==> src/rtl/jtlabrun_dwnld_queue.sv <==
// jtlabrun_dwnld_queue
// Front end for the ioctl ROM download stream. It decodes each byte into an
// SDRAM byte write or a PROM load pulse. A small ordered queue holds the bytes
// that arrive while the SDRAM controller is busy, so bytes are neither lost
// nor reordered (unless the queue overflows, which sets a sticky flag).
//
// Ports:
//   clk          system clock, rising edge
//   rst          synchronous active-high reset
//   downloading  ROM download in progress
//   ioctl_addr   download byte address (25 bits)
//   ioctl_data   download byte
//   ioctl_wr     one-cycle byte strobe, only honoured while downloading
//   sdram_ack    SDRAM controller accepted the current write
//   prog_addr    SDRAM word address, or byte offset into the PROM region
//   prog_data    byte being written
//   prog_mask    active-low byte enables (2'b11 for PROM bytes)
//   prog_we      SDRAM write request, held until sdram_ack
//   prom_we      one-cycle PROM write pulse
//   dwnld_busy   download active, bytes queued, or a write in flight
//   ovf          sticky queue overflow flag, cleared only by rst
//
// Handshake: prog_we rises when an SDRAM entry leaves the queue and stays high,
// with prog_addr/prog_data/prog_mask stable, up to and including the cycle in
// which sdram_ack is sampled high. It is low after that edge, and the next
// entry is taken one cycle later. sdram_ack is ignored while no request is up.
module jtlabrun_dwnld_queue #(
   parameter logic [21:0] PROM_START = 22'h6_0000,
   parameter int          QW         = 2
) (
   input  logic        clk,
   input  logic        rst,
   input  logic        downloading,
   input  logic [24:0] ioctl_addr,
   input  logic [7:0]  ioctl_data,
   input  logic        ioctl_wr,
   input  logic        sdram_ack,
   output logic [21:0] prog_addr,
   output logic [7:0]  prog_data,
   output logic [1:0]  prog_mask,
   output logic        prog_we,
   output logic        prom_we,
   output logic        dwnld_busy,
   output logic        ovf
);

   localparam int          DEPTH   = 1 << QW;
   localparam logic [QW:0] DEPTH_C = DEPTH[QW:0];

   // Entries are stored already decoded so the output side is a plain copy.
   typedef struct packed {
      logic        prom;
      logic [21:0] addr;
      logic [1:0]  mask;
      logic [7:0]  data;
   } entry_t;

   typedef enum logic [1:0] {
      IDLE  = 2'd0,
      SDW   = 2'd1,
      PROMW = 2'd2
   } state_t;

   state_t         state;
   entry_t         mem [DEPTH];
   entry_t         in_entry;
   logic [QW-1:0]  rd_ptr;
   logic [QW-1:0]  wr_ptr;
   logic [QW:0]    count;
   logic           push_req;
   logic           push_ok;
   logic           pop;
   logic           full;

   // Region decode on the full 25-bit address. The PROM offset only needs the
   // low 22 bits of the difference, so the subtraction is done at that width.
   always_comb begin
      in_entry      = '0;
      in_entry.data = ioctl_data;
      if (ioctl_addr < {3'b000, PROM_START}) begin
         in_entry.prom = 1'b0;
         in_entry.addr = ioctl_addr[22:1];
         in_entry.mask = ioctl_addr[0] ? 2'b01 : 2'b10;
      end else begin
         in_entry.prom = 1'b1;
         in_entry.addr = ioctl_addr[21:0] - PROM_START;
         in_entry.mask = 2'b11;
      end
   end

   assign full     = (count == DEPTH_C);
   assign pop      = (state == IDLE) && (count != '0);
   assign push_req = ioctl_wr && downloading;
   // A full queue still accepts a byte when the head leaves on the same edge.
   assign push_ok  = push_req && (!full || pop);

   assign dwnld_busy = downloading || (count != '0) || (state != IDLE);

   // Storage carries no reset: count and pointers define which slots are valid.
   always_ff @(posedge clk) begin
      if (push_ok) mem[wr_ptr] <= in_entry;
   end

   always_ff @(posedge clk) begin
      if (rst) begin
         rd_ptr <= '0;
         wr_ptr <= '0;
         count  <= '0;
         ovf    <= 1'b0;
      end else begin
         if (push_ok) wr_ptr <= wr_ptr + 1'b1;
         if (pop)     rd_ptr <= rd_ptr + 1'b1;
         case ({push_ok, pop})
            2'b10:   count <= count + 1'b1;
            2'b01:   count <= count - 1'b1;
            default: count <= count;
         endcase
         if (push_req && full && !pop) ovf <= 1'b1;
      end
   end

   // Output FSM. Outputs are registered and hold their last values in IDLE.
   always_ff @(posedge clk) begin
      if (rst) begin
         state     <= IDLE;
         prog_addr <= '0;
         prog_data <= '0;
         prog_mask <= 2'b11;
         prog_we   <= 1'b0;
         prom_we   <= 1'b0;
      end else begin
         case (state)
            IDLE: begin
               if (pop) begin
                  prog_addr <= mem[rd_ptr].addr;
                  prog_data <= mem[rd_ptr].data;
                  prog_mask <= mem[rd_ptr].mask;
                  if (mem[rd_ptr].prom) begin
                     prom_we <= 1'b1;
                     state   <= PROMW;
                  end else begin
                     prog_we <= 1'b1;
                     state   <= SDW;
                  end
               end
            end
            SDW: begin
               if (sdram_ack) begin
                  prog_we <= 1'b0;
                  state   <= IDLE;
               end
            end
            PROMW: begin
               prom_we <= 1'b0;
               state   <= IDLE;
            end
            default: begin
               prog_we <= 1'b0;
               prom_we <= 1'b0;
               state   <= IDLE;
            end
         endcase
      end
   end

endmodule

==> config.mk <==
export PLATFORM = sky130hd
export DESIGN_NAME = jtlabrun_dwnld_queue
export DESIGN_NICKNAME = d
export VERILOG_FILES = /design/src/rtl/jtlabrun_dwnld_queue.sv
export SDC_FILE = /design/constraint.sdc
export NUM_CORES = 1
export LEC_CHECK = 0
export BUFFER_PORTS_ARGS = -buffer_cell sky130_fd_sc_hd__clkbuf_2
export CAP_MARGIN = 20
export CORE_MARGIN = 1.5
export CORE_UTILIZATION = 25
export CTS_CLUSTER_SIZE = 24
export DETAILED_ROUTE_END_ITERATION = 6
export SYNTH_ARGS = -nofsm -noshare
export SYNTH_HDL_FRONTEND = slang
export SYNTH_SLANG_ARGS = --single-unit
==> constraint.sdc <==
create_clock -name clk -period 2.35 [get_ports clk]
set_input_delay 0.47 -clock clk [delete_from_list [all_inputs] [get_ports clk]]
set_output_delay 0.47 -clock clk [all_outputs]
set_load 0.05 [all_outputs]
==> results of run 1 <==
==> layout make-up <==
cell class	count	area [µm²]	area share, %
inverter	5	18.8	0.219
antenna	1	2.50	0.0292
tap	378	473	5.51
clock buffer	18	429	5.00
sequential	178	4890	57.0
timing repair buffer	88	591	6.88
clock inverter	14	149	1.74
multi-input combinational	263	2030	23.7
==> worst reg2reg max path, cell delays in order (launching register included) <==
cell and delay, ns:
dfxtp_1 0.36, or2_1 0.36, a31oi_4 0.31, and2_2 0.36, buf_12 0.24
==> cells in the final DEF (no fill, tap or decap), types with 2 or more instances in the layout <==
cell type / instances
clkbuf_16: 17
o21ai_0: 4
mux4_2: 33
nand2b_1: 4
a31oi_1: 2
a21oi_1: 9
clkinv_4: 2
nor3_1: 2
nor2_1: 14
or3_1: 2
clkbuf_2: 73
buf_4: 6
a21oi_2: 29
nand2_2: 2
nand2_1: 123
dfxtp_1: 44
buf_12: 9
and2_2: 4
inv_8: 2
edfxtp_1: 132
xor2_1: 3
dfxtp_2: 2
ha_1: 5
clkinvlp_4: 3
or3_4: 3
nand3_1: 2
inv_6: 4
xnor2_1: 3
inv_1: 4
nand3b_1: 2
==> power by group through the flow <==
| stage | registers (mW) | logic (mW) | clock network [mW] |
|---|---|---|---|
| CTS | 4.08 | 3.83 | 2.84 |
| floorplan | 4.92 | 2.11 | 0 |
| finish | 4.07 | 3.76 | 2.75 |
| detailed placement | 4.15 | 3.81 | 0 |
| global route | 4.13 | 4.07 | 2.95 |
| global placement | 4.15 | 3.80 | 0 |
==> cells by family after synthesis <==
kind of cell               count (synthesis)  synth area share [%]
buffers and inverters                     30                  2.63
adders and majority gates                  6                  1.16
xor gates and xnor gates                   6                 0.741
muxes                                     34                  10.6
AOI/OAI and AO/OA                         53                  6.06
and+or+nand+nor                          164                  9.96
DFF                                      178                  68.8
==> routing by layer <==
metal,up-vias,routed length [µm],GRT usage (%)
li1,1886,-,-
met1,1977,6380,12.5
met2,75,7320,17.8
met3,12,750,3.41
met4,0,199,4.23
met5,-,0,0
==> worst max path at each step <==
stage,from,end,slack [ns],depth (start not counted)
after global placement,ioctl_wr,count[2],0.17,7
after CTS,count[0],dwnld_busy,0.08,3
final,count[0],dwnld_busy,0.1,3
after detailed placement,ioctl_wr,count[2],0.15,7
after floorplan,ioctl_wr,count[2],0.20,6
after global routing,count[0],dwnld_busy,0.01,3
==> through the flow <==
stage / setup WS, ns / utilization (%) / hold WS [ns]
6_report: 0.0984 / 30.8 / 0.263
5_1_grt: 0.0131 / 30.8 / 0.252
4_1_cts: 0.0760 / 30.8 / 0.242
3_5_place_dp: 0.154 / 28.7 / 0.450
3_3_place_gp: 0.171 / 28.7 / 0.443
2_1_floorplan: 0.197 / - / 0.467
==> registers in the layout, summed over array words and instances (netlist names), named ones only <==
signal / count
prog_addr: 22
prog_data: 8
prom_we: 1
prog_mask: 2
count: 3
prog_we: 1
state: 2
wr_ptr: 2
ovf: 1
mem: 132
rd_ptr: 2
==> metrics.csv, run 1 <==
stage;metric;value;unit
setup_path;critical path arrival;1.78;ns
setup_path;cells along the critical path;or3_4 -> or3_1 -> clkbuf_2;
synthesis;cells after synthesis;471;
cts;cts repair resizes;0;
detailed_routing;drt via density;4.18;
pwr;Comb power frac;35.5;%
timing;Slew HR;67.3;%
detailed_routing;routed via count;3950;
timing;clock skew;0.0103;ns
timing;fmax;444;MHz
setup_path;Critical R2R Launch;state[1];
synthesis;top post-synthesis cells by count;132 x edfxtp_1, 123 x nand2_1, 46 x dfxtp_1;
cts;clock transition at the registers of the reported paths;0.07;ns
placement;gpl congestion;0.745;
run;Max-Cap Viols;0;
grt;first-pass GRT wire length;22600;µm
floorplanning;# rows;61;
pwr;Seq pwr share;38.5;%
placement;dpl cells;912;
floorplanning;core area;27900;µm²
cts;Worst-Skew Late Latency;0.42;ns
timing;Final min period;2.25;ns
timing;RSZ-0062 raised after global routing;no;
synthesis;Yosys cell types;43;
pwr;total power;10.6;mW
outcome;status;completed;
placement;input/output buffers;73;
setup_path;Crit path required time;1.88;ns
setup_path;Slowest-stage cell, CP;or3_4;
layout;Final Non-Filler Cells;945;
layout;area delta synth->final;20.9;%
cts;CTS Buffer Depth;2;
floorplanning;Die X;171;µm
detailed_routing;DRC viols;0;
timing;Final Max Slew Viols;0;
min_path;hold path start;ioctl_data[7];
synthesis;top_reg_cell synth;edfxtp_1;
synthesis;share of the synthesized area in the top cell type;55.9;%
setup_path;FF-to-FF End;mem[2][12];
synthesis;sequential cell area fraction in the yosys report;68.8;%
setup_path;CP Class;flop to output port;
cts;CTS Hold Bufs;0;
grt;initial antenna violation count;1;
cts;post-CTS setup buffers;0;
synthesis;Async SR Flop Fraction;0;%
layout;post-route cell area;8580;µm²
timing;period utilisation layout;95.8;%
setup_path;Worst setup EP type;output port;
pwr;Net Sw Frac;38.3;%
synthesis;register bit total from synthesis;178;
pwr;peak supply drop;0.000464;V
pwr;sw power;4.05;mW
timing;Hold Fails Final Rpt;0;
setup_path;CP bufs+invs;1;
grt;gr usage total;10.6;%
setup_path;Largest delay share family, worst path;simple AND/OR/NAND/NOR gates;
cts;H-Tree Depth;4;
grt;Overflow after GRT;0;
floorplanning;Die ar.;29400;µm²
setup_path;CP max FO;8;
setup_path;Worst Setup Start Kind;flop;
min_path;Worst Hold End;mem[2][7];
placement;hpwl dp;9320;µm
cts;clk root buf;clkbuf_16;
grt;number of global-route vias before repair;4070;
synthesis;YS warnings;0;
floorplanning;# IOs;74;
timing;setup TNS;0;ns
pwr;Pwr Density;1230;nW/µm²
cts;CTS Buf Count;17;
pwr;design internal power;6.53;mW
setup_path;Worst R2R Path Depth;4;
synthesis;Post-synth EDFFs;132;
layout;Nets;597;
floorplanning;height of the chip;171;µm
min_path;HP Class;primary input to flop;
synthesis;mean post-synth cell area;15.1;µm²
floorplanning;Starting Density;25.5;%
synthesis;Synth area leader;edfxtp_1;
synthesis;Syn Nets;515;
setup_path;R2R Setup Slk;0.38;ns
synthesis;Synth area leaders;edfxtp_1 56%, dfxtp_1 13%, mux4_2 10%, nand2_1 6.5%, a21oi_2 3.6%;
pwr;clock share of power;26.0;%
detailed_routing;Final ANT Viol Nets;0;
timing;final setup fails;0;
grt;pin count of the biggest net entering global routing;46;
detailed_routing;Initial DRT Pass Iterations;4;
setup_path;CP max stage delay;0.44;ns
detailed_routing;overall routed net length;14700;µm
placement;Post-DP Area;8000;µm²
layout;final-layout fill cell count;2762;
detailed_routing;routed len/inst;15.5;µm
synthesis;Post-Syn Area;7100;µm²
cts;CTS tree;done;
synthesis;most frequent cell after synthesis;edfxtp_1;
layout;fraction of layout cells with a size suffix above 1;35.2;%
cts;CTS sink cnt;178;
detailed_routing;1st-iter DRT viols;235;
pwr;LEAKAGE;2.95;nW
min_path;WHS Path Cells;1;
timing;actual slew at the worst max-slew pin;0.485;ns
Note: power is estimated with default switching activity, not from simulation.
==> run 2: changes to the inputs <==
--- a/config.mk
+++ b/config.mk
@@ -11,6 +11,7 @@
 export CORE_UTILIZATION = 25
 export CTS_CLUSTER_SIZE = 24
 export DETAILED_ROUTE_END_ITERATION = 6
+export PLACE_DENSITY = 0.37
 export SYNTH_ARGS = -nofsm -noshare
 export SYNTH_HDL_FRONTEND = slang
 export SYNTH_SLANG_ARGS = --single-unit
==> metrics.csv, run 2 (synthesized netlist as in run 1, its figures left out) <==
stage;metric;value;unit;change
pwr;Pwr Density;1250;nW/µm²;was 1230 nW/µm²
grt;first-pass GRT wire length;24900;µm;was 22600 µm
timing;Final Max Slew Viols;0;;unchanged
cts;clock transition at the registers of the reported paths;0.07;ns;about the same
timing;setup TNS;0;ns;unchanged
placement;input/output buffers;73;;unchanged
pwr;total power;10.8;mW;was 10.6 mW
timing;actual slew at the worst max-slew pin;0.548;ns;was 0.485 ns
detailed_routing;Final ANT Viol Nets;0;;unchanged
cts;H-Tree Depth;4;;unchanged
grt;number of global-route vias before repair;4219;;was 4070
timing;period utilisation layout;95.3;%;was 95.8%
pwr;LEAKAGE;3.00;nW;was 2.95 nW
setup_path;Largest delay share family, worst path;simple AND/OR/NAND/NOR gates;;unchanged
timing;Final min period;2.24;ns;was 2.25 ns
floorplanning;# IOs;74;;unchanged
timing;Hold Fails Final Rpt;0;;unchanged
timing;final setup fails;0;;unchanged
detailed_routing;overall routed net length;16200;µm;was 14700 µm
setup_path;Worst setup EP type;output port;;unchanged
layout;Nets;602;;was 597
timing;fmax;447;MHz;was 444 MHz
setup_path;Worst Setup Start Kind;flop;;unchanged
setup_path;CP Class;flop to output port;;unchanged
outcome;status;completed;;unchanged
layout;largest registers;mem: 132 flops, prog_addr: 22 flops, prog_data: 8 flops;;unchanged
layout;commonest cells after routing, fill and taps aside;132 x edfxtp_1, 123 x nand2_1, 72 x clkbuf_2;;was 132 x edfxtp_1, 123 x nand2_1, 73 x clkbuf_2
detailed_routing;routed via count;4002;;was 3950
layout;most common cell after layout, fill and taps aside;edfxtp_1;;unchanged
setup_path;Crit path required time;1.88;ns;about the same
setup_path;CP max stage delay;0.44;ns;about the same
layout;diode count;0;;was 1
cts;CTS Buffer Depth;2;;unchanged
detailed_routing;drt via density;4.22;;was 4.18
layout;Top reg by flops;mem;;unchanged
min_path;HP Class;primary input to flop;;unchanged
floorplanning;Starting Density;25.5;%;unchanged
detailed_routing;routed len/inst;17.1;µm;was 15.5 µm
detailed_routing;DRC viols;0;;unchanged
setup_path;Slowest-stage cell, CP;or3_4;;unchanged
detailed_routing;Initial DRT Pass Iterations;6;;was 4
grt;M3 GR Usage;2.55;%;was 3.41%
setup_path;cells along the critical path;or3_4 -> or3_1 -> buf_2;;was or3_4 -> or3_1 -> clkbuf_2
cts;clk root buf;clkbuf_16;;unchanged
setup_path;critical path arrival;1.77;ns;was 1.78 ns
cts;CTS tree;done;;unchanged
setup_path;CP bufs+invs;1;;unchanged
detailed_routing;1st-iter DRT viols;244;;was 235
layout;area delta synth->final;22.3;%;was 20.9%
floorplanning;Die ar.;29400;µm²;unchanged
grt;gr usage total;11.7;%;was 10.6%
placement;hpwl dp;10600;µm;was 9320 µm
layout;final-layout fill cell count;2816;;was 2762
cts;CTS sink cnt;178;;unchanged
floorplanning;Die X;171;µm;unchanged
timing;clock skew;0.0118;ns;was 0.0103 ns
cts;Worst-Skew Late Latency;0.42;ns;about the same
floorplanning;core area;27900;µm²;unchanged
timing;Slew HR;63.1;%;was 67.3%
pwr;peak supply drop;0.000479;V;was 0.000464 V
grt;GR met1 Demand/Resource;14.7;%;was 12.5%
floorplanning;height of the chip;171;µm;unchanged
run;Max-Cap Viols;0;;unchanged
grt;M2 GR Usage;20.1;%;was 17.8%
cts;CTS Buf Count;17;;unchanged
grt;initial antenna violation count;0;;was 1
floorplanning;# rows;61;;unchanged
grt;pin count of the biggest net entering global routing;46;;unchanged
placement;gpl congestion;0.694;;was 0.745
timing;RSZ-0062 raised after global routing;no;;unchanged
grt;Overflow after GRT;0;;unchanged
layout;max reg flops;132;;unchanged
layout;fraction of layout cells with a size suffix above 1;35.7;%;was 35.2%
setup_path;CP max FO;8;;unchanged
grt;busiest layer in global routing;met2;;unchanged
run 2: cell count changes in the layout (fill, tap and decap cells not counted), moves of 2 or more:
| cell | change |
|---|---|
| buf_12 | +2 |
| buf_4 | +3 |
| bufinv_16 | +2 |
| clkinv_1 | +2 |
| clkinv_4 | -2 |
| clkinvlp_4 | -2 |
| inv_6 | +2 |
run 2: layout make-up:
cell class	instances	area (µm²)	share of cell area [%]
sequential	178	4890	56.3
multi-input combinational	263	2030	23.4
timing repair buffer	93	653	7.52
tap	378	473	5.45
clock buffer	17	425	4.90
clock inverter	15	191	2.20
inverter	5	18.8	0.216
run 2: where the power goes:
group / leakage, nW / total (mW) / internal [mW] / switching [mW]
Clock: 0.301 / 2.99 / 1.71 / 1.28
Combinational: 1.12 / 3.79 / 1.22 / 2.57
Sequential: 1.58 / 4.05 / 3.78 / 0.264
run 2: timing repair:
item	in CTS	in global routing
buffers inserted	0	0
endpoints found under the setup margin	0	1
hold buffers	0	0
resized for setup	0	2
run 2: worst paths after layout:
check | from | to | slack [ns] | cells past startpoint
min reg2reg | prog_addr[8] | prog_addr[8] | 0.47 | 2
max reg2reg | state[0] | count[2] | 0.30 | 6
min | ioctl_data[4] | mem[2][4] | 0.26 | 1
max | count[0] | dwnld_busy | 0.11 | 3
run 2: stage by stage:
step                      utilization, %  worst slack, ns  cells  hold slack (ns)  area (µm²)
after floorplan                        -            0.197    471            0.467        7100
after global placement              28.9            0.158    917            0.455        8060
after detailed placement            28.9            0.120    917            0.455        8060
after CTS                           31.2           0.0509    949            0.241        8680
after global routing                31.2           0.0306    949            0.250        8680
final                               31.2            0.112    949            0.263        8680
run 2: per-layer routing:
metal  vias up  share of wire, %
met5         -                 0
met4         0               1.1
met3        10               2.8
met2        58                51
met1      2035                45
li1       1899                 -
==> run 3: changes to the inputs <==
--- a/config.mk
+++ b/config.mk
@@ -7,11 +7,12 @@
 export LEC_CHECK = 0
 export BUFFER_PORTS_ARGS = -buffer_cell sky130_fd_sc_hd__clkbuf_2
 export CAP_MARGIN = 20
+export CORE_ASPECT_RATIO = 0.8
 export CORE_MARGIN = 1.5
-export CORE_UTILIZATION = 25
+export CORE_UTILIZATION = 58
 export CTS_CLUSTER_SIZE = 24
 export DETAILED_ROUTE_END_ITERATION = 6
-export PLACE_DENSITY = 0.37
+export PLACE_DENSITY = 0.76
 export SYNTH_ARGS = -nofsm -noshare
 export SYNTH_HDL_FRONTEND = slang
 export SYNTH_SLANG_ARGS = --single-unit
==> metrics.csv, run 3 (synthesized netlist as in run 1, its figures left out) <==
stage;metric;value;unit;change
outcome;status;completed;;unchanged
floorplanning;core area;11700;µm²;was 27900 µm²
floorplanning;Die X;127;µm;was 171 µm
grt;Overflow after GRT;0;;unchanged
cts;Worst-Skew Late Latency;0.43;ns;was 0.42 ns
min_path;WHS Path Cells;1;;unchanged
cts;cts repair resizes;0;;unchanged
floorplanning;height of the chip;102;µm;was 171 µm
floorplanning;# IOs;74;;unchanged
cts;CTS tree;done;;unchanged
placement;gpl congestion;0.797;;was 0.694
grt;gr usage total;22.7;%;was 11.7%
setup_path;Largest delay share family, worst path;simple AND/OR/NAND/NOR gates;;unchanged
min_path;hold path start;ioctl_data[1];;was ioctl_data[4]
timing;Slew HR;52.7;%;was 63.1%
grt;first-pass GRT wire length;21500;µm;was 24900 µm
pwr;Pwr Density;1250;nW/µm²;about the same
setup_path;CP Class;flop to output port;;unchanged
detailed_routing;DRC viols;0;;unchanged
cts;CTS Buf Count;17;;unchanged
detailed_routing;overall routed net length;13500;µm;was 16200 µm
timing;Final Max Slew Viols;0;;unchanged
layout;Top reg by flops;mem;;unchanged
detailed_routing;Initial DRT Pass Iterations;4;;was 6
timing;Final min period;2.28;ns;was 2.24 ns
timing;clock skew;0.00777;ns;was 0.0118 ns
pwr;peak supply drop;0.000663;V;was 0.000479 V
setup_path;critical path arrival;1.81;ns;was 1.77 ns
timing;period utilisation layout;97.1;%;was 95.3%
layout;Nets;600;;was 602
cts;H-Tree Depth;4;;unchanged
cts;CTS Buffer Depth;2;;unchanged
grt;initial antenna violation count;0;;unchanged
setup_path;Worst setup EP type;output port;;unchanged
setup_path;WP depth;3;;unchanged
min_path;HP Class;primary input to flop;;unchanged
setup_path;CP max FO;8;;unchanged
grt;number of global-route vias before repair;4210;;was 4219
setup_path;FF-to-FF End;count[2];;unchanged
setup_path;Worst Setup Start Kind;flop;;unchanged
layout;most common cell after layout, fill and taps aside;edfxtp_1;;unchanged
timing;final hold slack;0.255;ns;was 0.263 ns
cts;clk root buf;clkbuf_16;;unchanged
timing;final setup fails;0;;unchanged
timing;RSZ-0062 raised after global routing;no;;unchanged
floorplanning;Die ar.;12900;µm²;was 29400 µm²
timing;actual slew at the worst max-slew pin;0.707;ns;was 0.548 ns
timing;setup TNS;0;ns;unchanged
detailed_routing;drt via density;5.68;;was 4.22
cts;post-CTS setup buffers;0;;unchanged
detailed_routing;routed len/inst;18.9;µm;was 17.1 µm
grt;pin count of the biggest net entering global routing;33;;was 46
placement;hpwl dp;8660;µm;was 10600 µm
cts;CTS sink cnt;178;;unchanged
floorplanning;# rows;35;;was 61
layout;diode count;0;;unchanged
setup_path;Slowest-stage cell, CP;or3_4;;unchanged
placement;input/output buffers;73;;unchanged
setup_path;Critical Path Source;count[0];;unchanged
setup_path;Crit path required time;1.88;ns;about the same
pwr;LEAKAGE;2.94;nW;was 3.00 nW
layout;max reg flops;132;;unchanged
setup_path;R2R Setup Slk;0.29;ns;was 0.30 ns
run;Max-Cap Viols;0;;unchanged
timing;Hold Fails Final Rpt;0;;unchanged
cts;clock transition at the registers of the reported paths;0.07;ns;about the same
layout;largest registers;mem: 132 flops, prog_addr: 22 flops, prog_data: 8 flops;;unchanged
setup_path;Critical R2R Launch;count[2];;was state[0]
layout;area delta synth->final;15.9;%;was 22.3%
setup_path;CP max stage delay;0.44;ns;about the same
min_path;Worst Hold End;mem[0][1];;was mem[2][4]
cts;CTS Hold Bufs;0;;unchanged
setup_path;cells along the critical path;or3_4 -> or3_1 -> clkbuf_2;;was or3_4 -> or3_1 -> buf_2
detailed_routing;1st-iter DRT viols;241;;was 244
floorplanning;Starting Density;60.5;%;was 25.5%
layout;commonest cells after routing, fill and taps aside;132 x edfxtp_1, 123 x nand2_1, 73 x clkbuf_2;;was 132 x edfxtp_1, 123 x nand2_1, 72 x clkbuf_2
setup_path;Worst R2R Path Depth;6;;unchanged
detailed_routing;routed via count;4071;;was 4002
layout;fraction of layout cells with a size suffix above 1;35.1;%;was 35.7%
detailed_routing;Final ANT Viol Nets;0;;unchanged
timing;fmax;438;MHz;was 447 MHz
setup_path;CP bufs+invs;1;;unchanged
## run 3: changes by cell type in the layout (fill, tap and decap cells not counted), sizes merged
cell      change
inv           -7
clkinv        +5
buf           -3
clkbuf        +3
bufinv        -2
clkinvlp      +2
## run 3: metal layers
metal	global-route usage (%)	part of all wire (%)	vias up
met1	28.7	43	2016
met5	0	0	-
met2	37.9	49	136
met3	5.45	5.5	23
met4	11.2	2.0	0
li1	-	-	1896
## run 3: worst max-delay path by stage
stage	slack, ns	endpoint
floorplan	0.20	count[2]
detailed placement	0.13	count[2]
global route	0.02	dwnld_busy
global placement	0.17	count[2]
CTS	0.07	dwnld_busy
finish	0.07	dwnld_busy
## run 3: report_power, final
group / internal [mW] / total [mW] / switching [mW] / leakage (nW)
sequential: 3.78 / 4.06 / 0.279 / 1.58
clock: 1.47 / 2.68 / 1.20 / 0.267
combinational: 1.14 / 3.58 / 2.44 / 1.09
total: 6.40 / 10.3 / 3.92 / 2.94
## run 3: worst reg2reg max path, delay by kind of cell, from the launching register on
kind | cells | cell delay, ns
simple gates | 3 | 0.70
flops | 1 | 0.53
fa+ha+maj | 1 | 0.42
compound gates | 2 | 0.29
## run 3: cell type report
| cell class | instances | area, µm² |
|---|---|---|
| sequential | 178 | 4890 |
| fill | 792 | 3510 |
| multi-input combinational | 263 | 2030 |
| timing repair buffer | 91 | 538 |
| clock buffer | 19 | 433 |
| tap | 148 | 185 |
| clock inverter | 13 | 131 |
| inverter | 5 | 18.8 |
## run 3: metrics by stage
stage | utilization, % | instances | power (mW) | setup slack (ns) | instance area, µm²
floorplan | - | 471 | 7.04 | 0.197 | 7100
global placement | 65.3 | 685 | 7.62 | 0.166 | 7660
detailed placement | 65.3 | 685 | 7.72 | 0.127 | 7660
CTS | 70.1 | 717 | 10.4 | 0.0699 | 8220
global route | 70.1 | 717 | 10.8 | 0.0167 | 8220
finish | 70.1 | 717 | 10.3 | 0.0680 | 8220
